**src/rtl/micro_sequencer.sv**
```systemverilog
// micro_sequencer: micro-PC sequencer with two dispatch decoders, illegal-dispatch flag and decode counter
module micro_sequencer (
  input  logic        clk,
  input  logic        reset_n,
  input  logic [4:0]  next_adr,
  input  logic [1:0]  op,
  input  logic [5:0]  funct,
  input  logic        stall,
  output logic [4:0]  adr,
  output logic        illegal,
  output logic [15:0] instr_count
);
  localparam logic [4:0] FETCH = 5'd0, DECODE = 5'd1, MEM_ADR = 5'd2, MEM_READ = 5'd3;
  localparam logic [4:0] MEM_WRITE = 5'd5, EXECUTE_R = 5'd6, EXECUTE_I = 5'd7;
  localparam logic [4:0] BRANCH = 5'd9, BL = 5'd10, MEM_READ_BYTE = 5'd11;
  localparam logic [4:0] DISP1 = 5'b11111, DISP2 = 5'b11110;
  logic [1:0] op_q;
  logic [5:0] funct_q;
  logic [4:0] d1, d2, nxt;
  logic bad;
  logic unused_fields;
  assign unused_fields = ^{op_q, funct_q[5:3], funct_q[1]};
  // next micro-PC: dispatch 1 on live op/funct, dispatch 2 on latched funct, otherwise the ROM word itself
  always_comb begin
    d1 = op == 2'b00 ? (funct[5] ? EXECUTE_I : EXECUTE_R) : op == 2'b01 ? MEM_ADR : op == 2'b10 ? (funct[4] ? BL : BRANCH) : FETCH;
    d2 = funct_q[0] ? (funct_q[2] ? MEM_READ_BYTE : MEM_READ) : (funct_q[2] ? FETCH : MEM_WRITE);
    bad = next_adr == DISP1 ? op == 2'b11 : next_adr == DISP2 ? (!funct_q[0] && funct_q[2]) : next_adr > MEM_READ_BYTE;
    nxt = next_adr == DISP1 ? d1 : next_adr == DISP2 ? d2 : next_adr > MEM_READ_BYTE ? FETCH : next_adr;
  end
  // state update: stall freezes everything and drops illegal; Decode edges count and capture the fields
  always_ff @(posedge clk or negedge reset_n) begin
    if (!reset_n) begin
      adr <= FETCH;
      illegal <= 1'b0;
      instr_count <= '0;
      op_q <= '0;
      funct_q <= '0;
    end else if (stall) begin
      illegal <= 1'b0;
    end else begin
      adr <= nxt;
      illegal <= bad;
      if (adr == DECODE) begin
        instr_count <= instr_count + 16'd1;
        op_q <= op;
        funct_q <= funct;
      end
    end
  end
endmodule
```
**config.mk**
```make
export PLATFORM = sky130hd
export DESIGN_NAME = micro_sequencer
export DESIGN_NICKNAME = d
export VERILOG_FILES = /design/src/rtl/micro_sequencer.sv
export SDC_FILE = /design/constraint.sdc
export NUM_CORES = 1
export LEC_CHECK = 0
export ABC_AREA = 1
export BUFFER_PORTS_ARGS = -buffer_cell sky130_fd_sc_hd__buf_2
export CAP_MARGIN = 30
export CORE_MARGIN = 10
export CORE_UTILIZATION = 37
export CTS_CLUSTER_SIZE = 10
export DETAILED_ROUTE_END_ITERATION = 8
export PLACE_DENSITY = 0.65
export SETUP_SLACK_MARGIN = 0.05
export SKIP_CTS_REPAIR_TIMING = 1
export SYNTH_ARGS = -nofsm -noshare
export SYNTH_HDL_FRONTEND = slang
export SYNTH_SLANG_ARGS = --single-unit
export TNS_END_PERCENT = 1
```
**constraint.sdc**
```tcl
create_clock -name clk -period 1.83 [get_ports clk]
set_clock_uncertainty 0.2 [all_clocks]
set_input_delay 0.549 -clock clk [delete_from_list [all_inputs] [get_ports clk]]
set_output_delay 0.549 -clock clk [all_outputs]
set_load 0.05 [all_outputs]
```
==> reports/metrics.csv <==
stage,metric,value,unit
die,io_pins,38,
clocking,clock_path_buffers,2,
global_routing,grt_pass1_vias,1377,
timing,holdWs,47.6,ps
power,power_leakage,0.964,nW
global_routing,grt_pass1_wl,5870,µm
yosys,netlist-cell-type-count,24,
critical_path,critPathLaunchType,register,
final_layout,layout_common_cells,"nand2_1 (73), buf_2 (34), nor2_1 (24), dfrtp_1 (24), inv_1 (23)",
clocking,cts_sinks,24,
critical_path,cp_max_fo,6,
flow_run,max-cap-violations,0,
yosys,synthArstFlopShare,100,%
die,start_util,38.6,%
drt,viasPerCell,4.59,
critical_path,cp_slowest_stage_delay,430,ps
drt,ant_nets,0,
die,die_h,82.3,µm
timing,period_share,95.6,%
critical_path,critPathRequiredTime,1080,ps
yosys,synth_warnings,0,
clocking,htreeDepth,1,
yosys,avgSynthCellArea,7.18,µm²
clocking,insertion_delay,270,ps
timing,slew-limit-headroom,64.1,%
clocking,root_buffer,clkbuf_8,
critical_path,path_buf_inv,1,
timing,drv_slew,0,
clocking,clk_pin_slew,90,ps
global_routing,grt_max_degree,25,
yosys,netlist_area,1440,µm²
final_layout,fin_util,46.8,%
placement,gp_congestion,0.797,
timing,final_hold_viol_count,0,
final_layout,areaGrowthSynthToFinish,21.2,%
clocking,cts_tree,yes,
final_layout,stdcell_area,1740,µm²
run_status,status,"complete, no violations",
timing,fmax,0.571,GHz
timing,min_period,1750,ps
yosys,synth-seq-area-share,41.8,%
drt,drc,0,
die,num_rows,22,
final_layout,finalNonFillerCells,287,
placement,place_area,1680,µm²
global_routing,grt_usage,10.6,%
power,powerDensity,982,nW/µm²
placement,hpwlAfterDp,2680,µm
final_layout,n_antenna_cell,0,
die,dieArea,6770,µm²
die,chipWidth,82.3,µm
critical_path,crit_type,register to output port,
final_layout,drive_above_1_share,23.4,%
timing,final-setup-viol-count,0,
yosys,synth-edff-count,0,
timing,rsz0062_at_grt,yes,
drt,wl,3310,µm
drt,drtIter0Drc,73,
critical_path,cp.depth,1,
global_routing,grt_overflow,0,
drt,routedWlPerCell,11.5,µm
worst_hold_path,worstHoldPathType,input pin to async pin,
critical_path,crit_chain,buf_2,
yosys,ys_ff_latch,24,
critical_path,crit_arrival,1000,ps
drt,vias,1316,
global_routing,antenna_found_initial,0,
final_layout,n_fill_cell,399,
yosys,syn-num-nets,217,
final_layout,layout.nets,257,
timing,setup_tns,0,ps
critical_path,crit_path_end_kind,output port,
die,core,3720,µm²
power,irDropWorstVdd,0.300,mV
clocking,numCtsBuffers,3,
critical_path,rr_worst_depth,4,
drt,drt_first_pass_iters,4,
final_layout,final_common_cell,nand2_1,
critical_path,path_delay_family,flip-flops,
yosys,syn_inst,200,
yosys,synth_flop_cell,dfrtp_1,
placement,dpl.cell_count,283,
placement,port_buffers,35,
critical_path,cp_slowest_cell,dfrtp_1,
timing,tightestPinTransition,539,ps
Yosys cell counts, types with 3 or more instances:
cell	number	share of area, %
nor2_1	24	6.3
nand2_1	73	19
nand2_2	3	1.3
inv_1	23	6.0
o21ai_0	8	2.8
xor2_1	5	3.1
nor2_2	4	1.7
o21ai_1	6	2.1
nand3_1	8	2.8
dfrtp_1	24	42
nand4_1	4	1.7
where the power goes:
part	leakage, nW	switching (mW)	total [mW]	internal, mW
Clock	0.0288	0.175	0.368	0.192
Sequential	0.311	0.102	0.723	0.621
Combinational	0.624	0.471	0.618	0.147
Total	0.964	0.749	1.71	0.960
metal layers:
layer	track usage [%]	up-vias	routed length [µm]
li1	-	695	-
met4	2.55	0	22
met2	18.4	31	1570
met3	3.02	4	245
met5	0	-	0
met1	12.6	586	1470
path summary, 6_finish.rpt:
path	slack, ps	to	from
max	80	instr_count[0]	instr_count[0]
min	50	instr_count[5]	reset_n
max reg2reg	340	instr_count[10]	adr[2]
min reg2reg	310	adr[0]	adr[0]
max in group asynchronous	1020	instr_count[13]	reset_n
min in group clk	290	funct_q[0]	funct[0]
state kept, by name, summed over array words and instances, names as in the netlist:
signal and flops:
instr_count 16, adr 5, funct_q 2, illegal 1
area by class of cell:
class / instances / area [µm²] / share of cell area [%]
Tap cell: 48 / 60.1 / 3.45
Inverter: 24 / 90.1 / 5.18
Timing Repair Buffer: 37 / 205 / 11.8
Multi-Input combinational cell: 150 / 728 / 41.9
Sequential cell: 24 / 601 / 34.5
Clock buffer: 4 / 55.1 / 3.17
kinds of logic after synthesis:
group / after synthesis / synth area share [%]
buf+inv: 26 / 7.41
compound gates: 17 / 6.10
simple gates: 125 / 39.5
flops: 24 / 41.8
fa+ha+maj: 1 / 0.872
xor+xnor: 7 / 4.27
through the flow:
step                      worst slack, ps  power (mW)
after floorplan                      89.8        1.18
after global placement               76.7        1.35
after detailed placement             33.5        1.36
after CTS                            56.7        1.73
after global routing                 29.5        1.82
final                                79.9        1.71
No activity file was read; power rests on OpenSTA's default activity.
